`config.mk`:
```
export PLATFORM = sky130hd
export DESIGN_NAME = mc_fetch_mem_unit_flat
export DESIGN_NICKNAME = d
export VERILOG_FILES = /design/src/rtl/mips_mc_pkg.sv /design/src/rtl/mc_fetch_mem_unit_if.sv /design/src/rtl/mc_mem_port.sv /design/src/rtl/mc_fetch_mem_unit.sv /design/src/flat_wrapper.sv
export SDC_FILE = /design/constraint.sdc
export NUM_CORES = 1
export LEC_CHECK = 0
export ABC_CLOCK_PERIOD_IN_PS = 4000
export CAP_MARGIN = 25
export CORE_AREA = 2 2 136 138
export DETAILED_ROUTE_END_ITERATION = 12
export DIE_AREA = 0 0 138 140
export HOLD_SLACK_MARGIN = 0.15
export PLACE_DENSITY = 0.85
export SYNTH_ARGS = -nofsm -noshare
export SYNTH_HDL_FRONTEND = slang
export SYNTH_SLANG_ARGS = --single-unit
```
`constraint.sdc`:
```
create_clock -name clk -period 4 [get_ports clk]
set_input_delay 0.8 -clock clk [delete_from_list [all_inputs] [get_ports clk]]
set_output_delay 0.8 -clock clk [all_outputs]
set_load 0.005 [all_outputs]
```
`src/rtl/mips_mc_pkg.sv`:
```
// Shared definitions for the multicycle MIPS datapath front end.
// Contents:
//   mem_state_e : memory-port handshake FSM states
//   acc_kind_e  : what an in-flight access commits into (IR, MDR, or nothing for stores)
//   OP_*        : primary opcode constants decoded by the controller from IR[31:26]
//   word_aligned: true when a byte address is on a 32-bit word boundary
package mips_mc_pkg;

  typedef enum logic [1:0] {
    ST_IDLE    = 2'd0,
    ST_WAIT_RD = 2'd1,
    ST_WAIT_WR = 2'd2
  } mem_state_e;

  typedef enum logic [1:0] {
    KIND_IR  = 2'd0,
    KIND_MDR = 2'd1,
    KIND_ST  = 2'd2
  } acc_kind_e;

  localparam logic [5:0] OP_RTYPE = 6'h00;
  localparam logic [5:0] OP_LW    = 6'h23;
  localparam logic [5:0] OP_SW    = 6'h2b;
  localparam logic [5:0] OP_BEQ   = 6'h04;

  function automatic logic word_aligned(input logic [31:0] addr);
    return (addr[1:0] == 2'b00);
  endfunction

endpackage

```
`src/rtl/mc_fetch_mem_unit_if.sv`:
```
// Shared instruction/data memory port of the multicycle core.
// Signals:
//   mem_req   : access valid, held until mem_ready
//   mem_we    : write strobe, valid with mem_req
//   mem_addr  : byte address of the word being accessed
//   mem_wdata : store data
//   mem_rdata : read data, valid with mem_ready
//   mem_ready : access completes this cycle
// master = the fetch/mem unit, slave = the memory.
interface mc_fetch_mem_unit_if;
  logic        mem_req;
  logic        mem_we;
  logic [31:0] mem_addr;
  logic [31:0] mem_wdata;
  logic [31:0] mem_rdata;
  logic        mem_ready;

  modport master (
    output mem_req, mem_we, mem_addr, mem_wdata,
    input  mem_rdata, mem_ready
  );

  modport slave (
    input  mem_req, mem_we, mem_addr, mem_wdata,
    output mem_rdata, mem_ready
  );
endinterface

```
`src/rtl/mc_mem_port.sv`:
```
// Request/ready handshake engine for the shared memory port.
// Ports:
//   clk, rst          : clock, synchronous active-high reset
//   start             : launch a legal access (only looked at while idle)
//   we, addr, wdata   : access type, address and store data captured at start
//   ready             : memory completes the access this cycle
//   req, req_we,
//   req_addr, req_wdata : registered request toward memory
//   busy              : an access is outstanding (FSM not idle)
//   done              : access completes this cycle (busy & ready)
//   err               : access is abandoned this cycle after TIMEOUT waiting cycles
module mc_mem_port
  import mips_mc_pkg::*;
#(
  parameter int TIMEOUT = 16
) (
  input  logic        clk,
  input  logic        rst,
  input  logic        start,
  input  logic        we,
  input  logic [31:0] addr,
  input  logic [31:0] wdata,
  input  logic        ready,
  output logic        req,
  output logic        req_we,
  output logic [31:0] req_addr,
  output logic [31:0] req_wdata,
  output logic        busy,
  output logic        done,
  output logic        err
);

  localparam int CW = $clog2(TIMEOUT + 1);
  localparam logic [CW-1:0] CNT_LAST = CW'(TIMEOUT - 1);
  localparam logic [CW-1:0] CNT_MAX  = CW'(TIMEOUT);

  mem_state_e    state_reg;
  logic [CW-1:0] cnt_reg;
  logic          req_reg;
  logic          we_reg;
  logic [31:0]   addr_reg;
  logic [31:0]   wdata_reg;

  assign busy = (state_reg != ST_IDLE);
  assign done = busy & ready;
  // cnt_reg counts completed waiting cycles, so the request is held for
  // exactly TIMEOUT cycles before being dropped.
  assign err  = busy & ~ready & (cnt_reg >= CNT_LAST);

  assign req       = req_reg;
  assign req_we    = we_reg;
  assign req_addr  = addr_reg;
  assign req_wdata = wdata_reg;

  always_ff @(posedge clk) begin
    if (rst) begin
      state_reg <= ST_IDLE;
      cnt_reg   <= '0;
      req_reg   <= 1'b0;
      we_reg    <= 1'b0;
      addr_reg  <= '0;
      wdata_reg <= '0;
    end else begin
      case (state_reg)
        ST_IDLE: begin
          if (start) begin
            state_reg <= we ? ST_WAIT_WR : ST_WAIT_RD;
            req_reg   <= 1'b1;
            we_reg    <= we;
            addr_reg  <= addr;
            wdata_reg <= wdata;
            cnt_reg   <= '0;
          end
        end
        default: begin
          if (done || err) begin
            state_reg <= ST_IDLE;
            req_reg   <= 1'b0;
            we_reg    <= 1'b0;
            cnt_reg   <= '0;
          end else if (cnt_reg != CNT_MAX) begin
            cnt_reg <= cnt_reg + 1'b1;
          end
        end
      endcase
    end
  end

endmodule

```
`src/rtl/mc_fetch_mem_unit.sv`:
```
// Datapath front end of the multicycle MIPS core: PC, IR and MDR plus the
// shared memory port.
// Ports:
//   clk, rst        : clock, synchronous active-high reset
//   ir_write        : fetch, load IR from memory at address PC/alu_out
//   pc_write, branch, zero, pc_src, alu_result, alu_out : PC update control
//   iord            : 0 address = PC, 1 address = alu_out
//   mem_rd          : data load into MDR
//   mem_write       : store of b_reg
//   b_reg           : store data
//   mem             : memory port (master side)
//   stall           : controller must hold its state
//   opcode, instr   : IR[31:26] and full IR
//   pc, mdr         : current PC, last loaded data word
//   bus_err         : sticky timeout / misalignment / multi-request flag
module mc_fetch_mem_unit
  import mips_mc_pkg::*;
#(
  parameter logic [31:0] RESET_PC = 32'h0000_0000,
  parameter int          TIMEOUT  = 16
) (
  input  logic                       clk,
  input  logic                       rst,
  input  logic                       ir_write,
  input  logic                       pc_write,
  input  logic                       branch,
  input  logic                       pc_src,
  input  logic                       iord,
  input  logic                       mem_rd,
  input  logic                       mem_write,
  input  logic [31:0]                alu_result,
  input  logic [31:0]                alu_out,
  input  logic                       zero,
  input  logic [31:0]                b_reg,
  mc_fetch_mem_unit_if.master        mem,
  output logic                       stall,
  output logic [5:0]                 opcode,
  output logic [31:0]                instr,
  output logic [31:0]                pc,
  output logic                       mdr_unused_guard,
  output logic [31:0]                mdr,
  output logic                       bus_err
);

  logic [31:0] pc_reg;
  logic [31:0] ir_reg;
  logic [31:0] mdr_reg;
  logic        bus_err_reg;
  acc_kind_e   kind_reg;
  logic        pend_take_reg;
  logic [31:0] pend_target_reg;

  logic        start_any;
  logic        multi;
  logic [31:0] addr_sel;
  logic        legal;
  logic        take;
  logic [31:0] target;
  logic        busy;
  logic        done;
  logic        err;

  assign start_any = ir_write | mem_rd | mem_write;
  assign multi     = (ir_write & mem_rd) | (ir_write & mem_write) | (mem_rd & mem_write);
  assign addr_sel  = iord ? alu_out : pc_reg;
  assign legal     = start_any & ~multi & word_aligned(addr_sel);
  assign take      = pc_write | (branch & zero);
  assign target    = pc_src ? alu_out : alu_result;

  mc_mem_port #(.TIMEOUT(TIMEOUT)) u_port (
    .clk       (clk),
    .rst       (rst),
    .start     (legal),
    .we        (mem_write),
    .addr      (addr_sel),
    .wdata     (b_reg),
    .ready     (mem.mem_ready),
    .req       (mem.mem_req),
    .req_we    (mem.mem_we),
    .req_addr  (mem.mem_addr),
    .req_wdata (mem.mem_wdata),
    .busy      (busy),
    .done      (done),
    .err       (err)
  );

  assign stall  = (~busy & legal) | (busy & ~mem.mem_ready);
  assign opcode = ir_reg[31:26];
  assign instr  = ir_reg;
  assign pc     = pc_reg;
  assign mdr    = mdr_reg;
  assign bus_err = bus_err_reg;
  assign mdr_unused_guard = 1'b0;

  always_ff @(posedge clk) begin
    if (rst) begin
      pc_reg          <= RESET_PC;
      ir_reg          <= '0;
      mdr_reg         <= '0;
      bus_err_reg     <= 1'b0;
      kind_reg        <= KIND_IR;
      pend_take_reg   <= 1'b0;
      pend_target_reg <= '0;
    end else if (!busy) begin
      if (start_any && !legal) begin
        // Illegal request: nothing issued, nothing updated except the flag.
        bus_err_reg <= 1'b1;
      end else if (legal) begin
        // PC update is deferred to the completion so it happens once per access.
        kind_reg        <= ir_write ? KIND_IR : (mem_rd ? KIND_MDR : KIND_ST);
        pend_take_reg   <= take;
        pend_target_reg <= target;
      end else if (take) begin
        pc_reg <= target;
      end
    end else if (done) begin
      if (kind_reg == KIND_IR)  ir_reg  <= mem.mem_rdata;
      if (kind_reg == KIND_MDR) mdr_reg <= mem.mem_rdata;
      if (pend_take_reg)        pc_reg  <= pend_target_reg;
    end else if (err) begin
      // Timed-out access: no commit, pending PC update dropped.
      bus_err_reg <= 1'b1;
    end
  end

endmodule

```
`src/flat_wrapper.sv`:
```
// flat-port wrapper written by rule: the top's interface ports become plain ports
module mc_fetch_mem_unit_flat import mips_mc_pkg::*;
#(
  parameter logic [31:0] RESET_PC = 32'h0000_0000,
  parameter int          TIMEOUT  = 16
)
  (clk, rst, ir_write, pc_write, branch, pc_src, iord, mem_rd, mem_write, alu_result, alu_out, zero, b_reg, stall, opcode, instr, pc, mdr_unused_guard, mdr, bus_err, mem_mem_req, mem_mem_we, mem_mem_addr, mem_mem_wdata, mem_mem_rdata, mem_mem_ready);
  mc_fetch_mem_unit_if mem_i ();
  input  logic clk;
  input  logic rst;
  input  logic ir_write;
  input  logic pc_write;
  input  logic branch;
  input  logic pc_src;
  input  logic iord;
  input  logic mem_rd;
  input  logic mem_write;
  input  logic [31:0] alu_result;
  input  logic [31:0] alu_out;
  input  logic zero;
  input  logic [31:0] b_reg;
  output logic stall;
  output logic [5:0] opcode;
  output logic [31:0] instr;
  output logic [31:0] pc;
  output logic mdr_unused_guard;
  output logic [31:0] mdr;
  output logic bus_err;
  output wire logic [$bits(mem_i.mem_req)-1:0] mem_mem_req;
  output wire logic [$bits(mem_i.mem_we)-1:0] mem_mem_we;
  output wire logic [$bits(mem_i.mem_addr)-1:0] mem_mem_addr;
  output wire logic [$bits(mem_i.mem_wdata)-1:0] mem_mem_wdata;
  input wire logic [$bits(mem_i.mem_rdata)-1:0] mem_mem_rdata;
  input wire logic [$bits(mem_i.mem_ready)-1:0] mem_mem_ready;
  assign mem_mem_req = mem_i.mem_req;
  assign mem_mem_we = mem_i.mem_we;
  assign mem_mem_addr = mem_i.mem_addr;
  assign mem_mem_wdata = mem_i.mem_wdata;
  assign mem_i.mem_rdata = mem_mem_rdata;
  assign mem_i.mem_ready = mem_mem_ready;
  mc_fetch_mem_unit #(.RESET_PC(RESET_PC), .TIMEOUT(TIMEOUT)) u_core (.clk(clk), .rst(rst), .ir_write(ir_write), .pc_write(pc_write), .branch(branch), .pc_src(pc_src), .iord(iord), .mem_rd(mem_rd), .mem_write(mem_write), .alu_result(alu_result), .alu_out(alu_out), .zero(zero), .b_reg(b_reg), .mem(mem_i), .stall(stall), .opcode(opcode), .instr(instr), .pc(pc), .mdr_unused_guard(mdr_unused_guard), .mdr(mdr), .bus_err(bus_err));
endmodule
```
# Word level (Yosys, flattened, before mapping)
# Index checks and enable logic that the tools add are counted.
# op_classes
magnitude_cmp,1
addsub,1
n_bitwise,20
reduce_logical,19
mux,27
eq_ne,9
# op_table
cell,count
$mux W32,8
$mux W5,4
$mux W2,6
$reduce_and A3 Y1,4
$and A1 B1 Y1,10
$mux W1,9
$ne A2 B2 Y1 const B,4
$reduce_bool A2 Y1,4
$logic_not A2 Y1,3
$ne A2 B1 Y1 const B,3
$or A1 B1 Y1,6
$reduce_and A2 Y1,3
$add A5 B1 Y5 const B,1
$ge A5 B4 Y1 const B,1
$ne A5 B5 Y1 const B,1
$reduce_and A5 Y1,1
$not A1 Y1,4
$reduce_bool A3 Y1,1
$eq A2 B1 Y1 const B,1
$logic_and A1 B1 Y1,1
$logic_not A1 Y1,1
$logic_or A1 B1 Y1,1
# totals
elab_cells,90
output_inout_bits,171
ff_bits,205

# Depth between registers and ports, before layout
# Gate-level depths: netlist of the first run.
# logic_depth
depth_word,10
ltp_mapped,8
mapped_depth_nobuf,7

# Cells and area by module
# Synthesis of the first run repeated with hierarchy kept, for this count alone.
# unflattened
hier_cells,1007
area_unflattened_um2,8324.2
# by_module_without_submodules
mod,n_inst,area_each_um2,cells_each
mc_fetch_mem_unit,1,5730.5,681
mc_mem_port,1,2593.7,326

# Least setup slack after synthesis of the first run
# Ideal clock, no wire load.
# synth_path
path_type,input -> output
start,in iord
end,out stall
cell_stages,7
t_arrival_ns,1.791
required_time_ns,3.200
setup_slack_ns,1.409
path_buffers,3
cell_sequence,clkbuf_1 > nor3b_2 > o21a_1 > buf_2 > buf_2 > nand2_1 > o21ai_0
# synth_between
elab_chain_cells,5
# synth_lines
element,line,rtl
start: declaration,flat_wrapper.sv:15,input logic iord;
$mux W32,mc_fetch_mem_unit.sv:65,assign addr_sel = iord ? alu_out : pc_reg;
$logic_not A2 Y1,mips_mc_pkg.sv:27,return (addr[1:0] == 2'b00);
$and A1 B1 Y1,mc_fetch_mem_unit.sv:66,assign legal = start_any & ~multi & word_aligned(addr_sel);
$and A1 B1 Y1,mc_fetch_mem_unit.sv:87,assign stall = (~busy & legal) | (busy & ~mem.mem_ready);
$or A1 B1 Y1,mc_fetch_mem_unit.sv:87,
end: declaration,flat_wrapper.sv:22,output logic stall;
# No other way between the ends.

# Final worst setup path of the first run
# layout_path
start,in mem_rd
end,out stall
# layout_between
elab_chain_cells,8
# layout_lines
element,line,rtl
start: declaration,flat_wrapper.sv:16,input logic mem_rd;
$and A1 B1 Y1,mc_fetch_mem_unit.sv:64,assign multi = (ir_write & mem_rd) | (ir_write & mem_write) | (mem_rd & mem_write);
$or A1 B1 Y1 (2 in series),mc_fetch_mem_unit.sv:64,
$not A1 Y1,mc_fetch_mem_unit.sv:66,
$and A1 B1 Y1 (*) (2 in series),mc_fetch_mem_unit.sv:66,
$and A1 B1 Y1 (*),mc_fetch_mem_unit.sv:87,
$or A1 B1 Y1 (*),mc_fetch_mem_unit.sv:87,
# Every way passes the cells marked *; elsewhere a longest branch is shown, timed or not.

==> impl_metrics.tcl, run 1 <==
set metrics [dict create \
    synthArstFlopShare_pct 0 \
    grt_overflow 0 \
    rows 49 \
    routed_wl_mm 26.0 \
    rrSetupSlack_ns 1.64 \
    final.setup.tns_ns 0 \
    dr_wl_met2_mm 12.4 \
    setup_viol 0 \
    drtAntennaViolNets 0 \
    worst_pin_slew_ns 1.09 \
    ys_seq_area_share_pct 48.1 \
    rsz0062_at_grt "no" \
    worstSetupPathType "input pin to output pin" \
    cp_slowest_stage_delay_ns 0.59 \
    path_buf_inv 2 \
    multi_input_area_um2 3910 \
    route.detailed.drc 0 \
    cp_common_cell "clkdlybuf4s50_1" \
    p_leak_nw 4.32 \
    grt_pass1_vias 7959 \
    clock_path_buffers 3 \
    root_buffer "clkbuf_16" \
    hp-start "u_core.mdr[18]" \
    routed.top_layer "met4" \
    dp_slack_ns 0.487 \
    drive_gt1_share_pct 6.15 \
    finalWorstSetupSlack_ns 0.554 \
    synth_area_um2 8490 \
    crit_cells 6 \
    vias 8230 \
    fill_cells 1419 \
    maxCapViolCount 0 \
    synth_cell_types 46 \
    cp.arrival_ns 2.65 \
    track_usage_pct 25.7 \
    core-area_um2 17800 \
    clkSlewWorstSetupHoldPaths_ns 0.06 \
    hold_viol 0 \
    final_area_um2 12300 \
    die_w_um 138 \
    die_h_um 140 \
    min_delay_path_depth 2 \
    synth_area_leader_cell "dfxtp_1" \
    grt_max_degree 102 \
    synthCells 975 \
    fin_crit_ns 3.45 \
    clk_latency_ns 0.51 \
    reg2reg_depth 5 \
    hpwlAfterDp_mm 16.6 \
    ys_warn_count 0 \
    crit_chain "clkdlybuf4s50_1, or3b_1, o21ai_4, nand2_1, o21ai_0, clkdlybuf4s50_1" \
    drtPass1Iterations 5 \
    max_slew_margin_pct 27.5 \
    path_max_fanout 5 \
    routed_via_density 5.62 \
    power.total_mw 5.14 \
    cts.sinks 204 \
    max_freq_ghz 0.290 \
    wl_per_cell_um 17.7 \
    outcome "finished clean" \
    post_cts_resized 0 \
    wl_met3_mm 1.63 \
    grt_pass1_wl_mm 41.7 \
    synth_ff_type "dfxtp_1" \
    wl_met1_mm 10.7 \
    antenna_found_initial 1 \
    finClkSkew_ns 0.0195 \
    synth_seq_cells 204 \
    cts_setup_buffers 0 \
    numCtsBuffers 21 \
    vdd_drop_max_uv 376 \
    setup.worst_path.end_class "output pin" \
    htreeDepth 1 \
    synthTopCellsByArea "dfxtp_1, a21oi_1, nand2_1" \
    cts_hold_buf 0 \
    cp_top_family "buffers and inverters" \
    worstHoldEndpoint "u_core.mdr[18]" \
    netlist.area_leader.share_pct 48.1 \
    gp_congestion 0.809 \
    slew_violations 0 \
    cpMaxStageDelayCell "clkdlybuf4s50_1" \
    powerDensity_nw_per_um2 418 \
    synth_edf_count 0 \
    cts_tree "done" \
    port_buffers 308 \
    rr_startpoint "u_core.pc[0]" \
    syn_to_final_growth_pct 44.9 \
    nets 1364 \
    startpoint_type "input pin" \
    dieArea_um2 19300 \
    fin_crit_sh_pct 86.2 \
    holdWs_ns 0.452 \
    start_util_pct 47.7 \
    ioPinCount 310 \
    drt_iter0_drc 489 \
    regArea_um2 4080 \
    syn_nets 1117 \
    r2r_end "u_core.u_port.req_addr[17]" \
    hold_class "flip-flop to flip-flop" \
    avgSynthCellArea_um2 8.71 \
    postPlaceCellArea_um2 11500 \
    cp.required_ns 3.20 \
]
==> logic make-up after synthesis <==
group           Yosys count  share of synthesized area (%)
compound gates          344                           24.6
mux                      62                           7.31
other cells               1                         0.0442
fa+ha+maj                 3                          0.442
buf+inv                 103                           6.31
xor+xnor                  1                          0.103
flops                   204                           48.1
simple gates            257                           13.0
==> cells in the mapped netlist (3+ instances only) <==
library cell and number:
dfxtp_1 204, a21oi_1 195, nand2_1 195, mux2i_1 62
a211oi_1 53, clkbuf_1 50, o21ai_0 35, nand3_1 34
o211ai_1 33, buf_2 26, buf_4 17, a211oi_2 11
buf_6 7, nand4b_1 4, nor3b_1 4, ha_1 3
inv_1 3, nand2b_1 3, nor2_1 3
==> layout make-up <==
type / instances / area share, %
Timing Repair Buffer: 324 / 26.3
Clock buffer: 29 / 5.09
Clock inverter: 7 / 1.16
Antenna cell: 1 / 0.0204
Tap cell: 229 / 2.33
Inverter: 3 / 0.0916
Multi-Input combinational cell: 668 / 31.8
Sequential cell: 204 / 33.2
==> worst reg2reg max path, delay by kind of cell, from the launching register on <==
kind | cells | cell delay, ns
buf+inv | 1 | 0.78
flops | 1 | 0.33
compound gates | 3 | 0.72
simple gates | 1 | 0.43
==> metal layers <==
| layer | up-vias | track usage (%) |
|---|---|---|
| met3 | 74 | 5.33 |
| met4 | 0 | 11.1 |
| met2 | 313 | 43.3 |
| li1 | 3939 | - |
| met5 | - | 0 |
| met1 | 3904 | 31.9 |
==> placed cells by master (no fill, tap or decap), types with 2 or more instances in the layout <==
cell type	synthesis	routed
bufinv_16	0	4
nand4b_1	4	4
clkdlybuf4s50_1	0	305
a211oi_2	11	11
o21ai_0	35	35
inv_1	3	3
o211ai_1	33	33
o2bb2ai_1	2	2
clkbuf_8	0	7
clkbuf_16	0	21
nand2_1	195	195
dfxtp_1	204	204
a21oi_1	195	195
nand2b_1	3	3
nand3_1	34	34
buf_12	0	2
ha_1	3	3
buf_4	17	13
nor2_1	3	2
nor2_4	0	2
a211oi_1	53	53
buf_2	26	2
mux2i_1	62	62
nor3b_1	4	4
nor3_1	2	2
a211o_1	2	2
o21ba_2	2	2
==> through the flow <==
step / cells / util, %
after floorplan: 975 / -
after global placement: 1427 / 64.7
after detailed placement: 1427 / 64.7
after CTS: 1463 / 69.0
after global routing: 1465 / 69.2
final: 1465 / 69.2
==> how the worst max path moves through the flow <==
stage	startpoint	endpoint
final	mem_rd	stall
after global routing	mem_rd	stall
after CTS	mem_rd	stall
after detailed placement	mem_rd	u_core.u_port.cnt_reg[2]
after global placement	mem_rd	u_core.u_port.cnt_reg[2]
after floorplan	iord	stall
==> power by group <==
group / leakage, nW / switching (mW) / total (mW) / internal [mW]
logic: 2.28 / 0.401 / 0.797 / 0.396
clock network: 0.379 / 0.799 / 2.15 / 1.35
registers: 1.66 / 0.0611 / 2.20 / 2.14
No activity file was read; power rests on OpenSTA's default activity.
==> run 2: changes to the inputs <==
--- a/config.mk
+++ b/config.mk
@@ -9,4 +9,5 @@
 export CAP_MARGIN = 25
 export CORE_AREA = 2 2 136 138
+export CTS_CLUSTER_DIAMETER = 40
 export DETAILED_ROUTE_END_ITERATION = 12
 export DIE_AREA = 0 0 138 140
@@ -16,2 +17,3 @@
 export SYNTH_HDL_FRONTEND = slang
 export SYNTH_SLANG_ARGS = --single-unit
+export TNS_END_PERCENT = 100
==> constraint.sdc (replaced) <==
create_clock -name clk -period 4 [get_ports clk]
set_input_delay 0.8 -clock clk [delete_from_list [all_inputs] [get_ports clk]]
set_output_delay 0.8 -clock clk [all_outputs]
set_load 0.01 [all_outputs]
==> impl_metrics.tcl, run 2 (synthesized netlist as in run 1, its figures left out) <==
set metrics [dict create \
    track_usage_pct 26.6 \
    rows 49 \
    routed_wl_mm 26.7 \
    worstHoldEndpoint "u_core.instr[3]" \
    gp_congestion 0.811 \
    hold_viol 0 \
    fill_cells 1378 \
    worstSetupPathType "input pin to output pin" \
    cp_top_family "buffers and inverters" \
    final.setup.tns_ns 0 \
    numCtsBuffers 34 \
    port_buffers 308 \
    drtAntennaViolNets 0 \
    nets 1376 \
    maxCapViolCount 0 \
    crit_cells 6 \
    clk_latency_ns 0.48 \
    rrSetupSlack_ns 1.64 \
    clkSlewWorstSetupHoldPaths_ns 0.05 \
    cts_tree "done" \
    drt_iter0_drc 492 \
    grt_pass1_wl_mm 42.8 \
    drtPass1Iterations 4 \
    path_buf_inv 2 \
    cts_hold_buf 0 \
    startpoint_type "input pin" \
    min_delay_path_depth 2 \
    dieArea_um2 19300 \
    slew_violations 0 \
    worst_pin_slew_ns 1.09 \
    htreeDepth 2 \
    die_h_um 140 \
    rr_startpoint "u_core.pc[0]" \
    holdWs_ns 0.453 \
    setup_viol 0 \
    max_freq_ghz 0.287 \
    ioPinCount 310 \
    final_cell_count_no_fill 1489 \
    hold_class "flip-flop to flip-flop" \
    final_cell_mix "clkdlybuf4s50_1, dfxtp_1, nand2_1, a21oi_1, mux2i_1" \
    drive_gt1_share_pct 7.63 \
    cp.required_ns 3.20 \
    mostFrequentLayoutCell "clkdlybuf4s50_1" \
    reg2reg_depth 5 \
    root_buffer "clkbuf_16" \
    hp-start "u_core.instr[3]" \
    grt_max_degree 124 \
    cp.arrival_ns 2.69 \
    antenna_found_initial 1 \
    dp_cells 1426 \
    hpwlAfterDp_mm 16.7 \
    cp_common_cell "clkdlybuf4s50_1" \
    fin_crit_ns 3.49 \
    rsz0062_at_grt "no" \
    route.detailed.drc 0 \
    cts_setup_buffers 0 \
    grt_pass1_vias 8368 \
    p_leak_nw 4.47 \
    clock_path_buffers 3 \
    finClkSkew_ns 0.0137 \
    vdd_drop_max_uv 312 \
    post_cts_resized 0 \
    vias 8309 \
    max_slew_margin_pct 27.6 \
    grt_overflow 0 \
    die_w_um 138 \
    core-area_um2 17800 \
    setup.worst_path.end_class "output pin" \
    wl_per_cell_um 17.9 \
    start_util_pct 47.7 \
    routed_via_density 5.58 \
    outcome "finished clean" \
    r2r_end "u_core.pend_target_reg[14]" \
    powerDensity_nw_per_um2 458 \
    cpMaxStageDelayCell "clkdlybuf4s50_1" \
    fin_crit_sh_pct 87.2 \
    cts.sinks 204 \
    path_max_fanout 5 \
    cp_slowest_stage_delay_ns 0.61 \
    crit_chain "clkdlybuf4s50_1, or3b_1, o21ai_4, nand2_1, o21ai_0, clkdlybuf4s50_1" \
    startpoint "mem_rd" \
    syn_to_final_growth_pct 49.0 \
]
## run 2: final cells by class
cell class	count	area (µm²)	share of cell area [%]
Timing Repair Buffer	323	3250	25.7
Inverter	3	11.3	0.0890
Clock buffer	45	986	7.79
Tap cell	229	287	2.27
Sequential cell	204	4080	32.3
Antenna cell	1	2.50	0.0198
Multi-Input combinational cell	668	3910	30.9
Clock inverter	16	123	0.969
## run 2: worst max-delay path by stage
stage	endpoint	slack (ns)
after global routing	stall	0.45
after floorplan	stall	1.36
after detailed placement	u_core.u_port.cnt_reg[2]	0.47
final	stall	0.51
after CTS	stall	0.53
after global placement	u_core.u_port.cnt_reg[2]	0.51
## run 2: per-stage QoR
stage	power, mW	setup WS (ns)	utilization [%]	area (µm²)
floorplan	2.67	1.36	-	8490
global placement	3.03	0.509	64.6	11500
detailed placement	3.06	0.470	64.7	11500
CTS	5.83	0.526	71.0	12600
global route	6.00	0.453	71.1	12600
finish	5.79	0.510	71.1	12600
## run 2: layer usage
metal / wire (µm) / vias to the layer above / track usage [%]
li1: - / 3983 / -
met1: 10500 / 3893 / 31.5
met2: 13000 / 351 / 45.0
met3: 1970 / 82 / 6.67
met4: 1170 / 0 / 13.2
met5: 0 / - / 0
## run 2: worst reg2reg max path, delay by kind of cell, from the launching register on
family | cells | cell delay, ns
AND/OR/NAND/NOR | 1 | 0.45
flip-flops | 1 | 0.32
AO/OA/AOI/OAI | 3 | 0.73
buffers and inverters | 1 | 0.79
## run 2: power breakdown
group	internal, mW	leakage [nW]	switching (mW)	total (mW)
Sequential	2.14	1.66	0.0619	2.20
Combinational	0.402	2.29	0.430	0.832
Clock	1.75	0.530	1.00	2.75
Total	4.30	4.47	1.49	5.79
==> run 3: changes to the inputs <==
CORE_AREA = 2 2 141 143   (was 2 2 136 138)
DIE_AREA = 0 0 143 145   (was 0 0 138 140)
PLACE_DENSITY = 0.8   (was 0.85)
TNS_END_PERCENT = 10   (was 100)
==> impl_metrics.tcl, run 3 (synthesized netlist as in run 1, its figures left out) <==
set metrics [dict create \
    final_cell_count_no_fill 1522 \
    nets 1375 \
    setup_viol 0 \
    grt_pass1_wl_mm 41.7 \
    track_usage_pct 24.4 \
    vias 8220 \
    root_buffer "clkbuf_16" \
    holdWs_ns 0.452 \
    final_cell_mix "clkdlybuf4s50_1, dfxtp_1, nand2_1, a21oi_1, mux2i_1" \
    clkSlewWorstSetupHoldPaths_ns 0.05 \
    antenna_cells 0 \
    die_h_um 145 \
    worst_pin_slew_ns 1.05 \
    wl_per_cell_um 17.3 \
    path_max_fanout 5 \
    die_w_um 143 \
    finClkSkew_ns 0.0171 \
    cp.required_ns 3.20 \
    routed_via_density 5.40 \
    grt_max_degree 100 \
    routed_wl_mm 26.4 \
    vdd_drop_max_uv 362 \
    fin_crit_ns 3.50 \
    core-area_um2 19200 \
    drtPass1Iterations 5 \
    drive_gt1_share_pct 7.64 \
    outcome "finished clean" \
    rows 51 \
    start_util_pct 44.2 \
    maxCapViolCount 0 \
    post_cts_resized 0 \
    startpoint_type "input pin" \
    ioPinCount 310 \
    worstSetupPathType "input pin to output pin" \
    cp.arrival_ns 2.70 \
    numCtsBuffers 30 \
    clk_latency_ns 0.53 \
    drt_iter0_drc 442 \
    clock_path_buffers 3 \
    grt_overflow 0 \
    cts_setup_buffers 0 \
    cts.sinks 204 \
    hold_class "flip-flop to flip-flop" \
    dp_cells 1464 \
    p_leak_nw 4.47 \
    rsz0062_at_grt "no" \
    drtAntennaViolNets 0 \
    cts_hold_buf 0 \
    powerDensity_nw_per_um2 453 \
    slew_violations 0 \
    hold_viol 0 \
    syn_to_final_growth_pct 49.1 \
    setup.worst_path.end_class "output pin" \
    mostFrequentLayoutCell "clkdlybuf4s50_1" \
    final.setup.tns_ns 0 \
    max_slew_margin_pct 30.1 \
    route.detailed.drc 0 \
    antenna_found_initial 0 \
    fin_crit_sh_pct 87.6 \
    hpwlAfterDp_mm 16.6 \
    port_buffers 308 \
    cts_tree "done" \
    max_freq_ghz 0.285 \
    dieArea_um2 20700 \
    grt_pass1_vias 7909 \
    gp_congestion 0.800 \
    htreeDepth 1 \
]
-- run 3: cell count changes in the layout (fill, tap and decap cells not counted), moves of 2 or more --
cell	delta
clkbuf_1	-2
clkinvlp_4	-3
bufinv_16	+4
buf_4	+2
clkbuf_16	-6
clkinv_2	+3
-- run 3: final cells by class --
cell class / count / area (µm²)
Clock buffer: 36 / 815
Clock inverter: 20 / 238
Fill cell: 1571 / 6550
Inverter: 3 / 11.3
Multi-Input combinational cell: 668 / 3910
Sequential cell: 204 / 4080
Tap cell: 265 / 332
Timing Repair Buffer: 326 / 3270
-- run 3: worst max-delay path, stage by stage --
cell             delay [ns]
clkdlybuf4s50_1        0.59
or3b_1                 0.44
o21ai_4                0.09
nand2_1                0.09
o21ai_0                0.10
clkdlybuf4s50_1        0.60
-- run 3: worst paths after layout --
path / slack (ns) / to / start / cells after the start
worst max-delay path: 0.50 / stall / mem_rd / 6
worst min-delay path: 0.45 / u_core.instr[24] / u_core.instr[24] / 2
worst max register to register: 1.43 / u_core.pend_target_reg[9] / u_core.u_port.state_reg[1] / 5
worst min register to register: 0.45 / u_core.instr[24] / u_core.instr[24] / 2
-- run 3: metrics by stage --
step	cell area [µm²]	utilization [%]	power [mW]	setup WS, ns
after global placement	11500	60.1	3.04	0.516
after detailed placement	11600	60.2	3.06	0.504
after floorplan	8490	-	2.67	1.36
after CTS	12600	65.7	5.76	0.536
after global routing	12700	65.9	5.96	0.445
final	12700	65.9	5.73	0.495
-- run 3: power by group --
part	switching [mW]	internal (mW)	leakage (nW)
combinational	0.429	0.401	2.30
sequential	0.0621	2.14	1.66
clock	0.977	1.72	0.517
-- run 3: metal layers --
layer	track usage [%]	wire length [µm]	vias to the layer above
li1	-	-	3960
met1	31.0	10800	3916
met2	41.1	12900	292
met3	5.08	1950	52
met4	8.27	721	0
met5	0	0	-
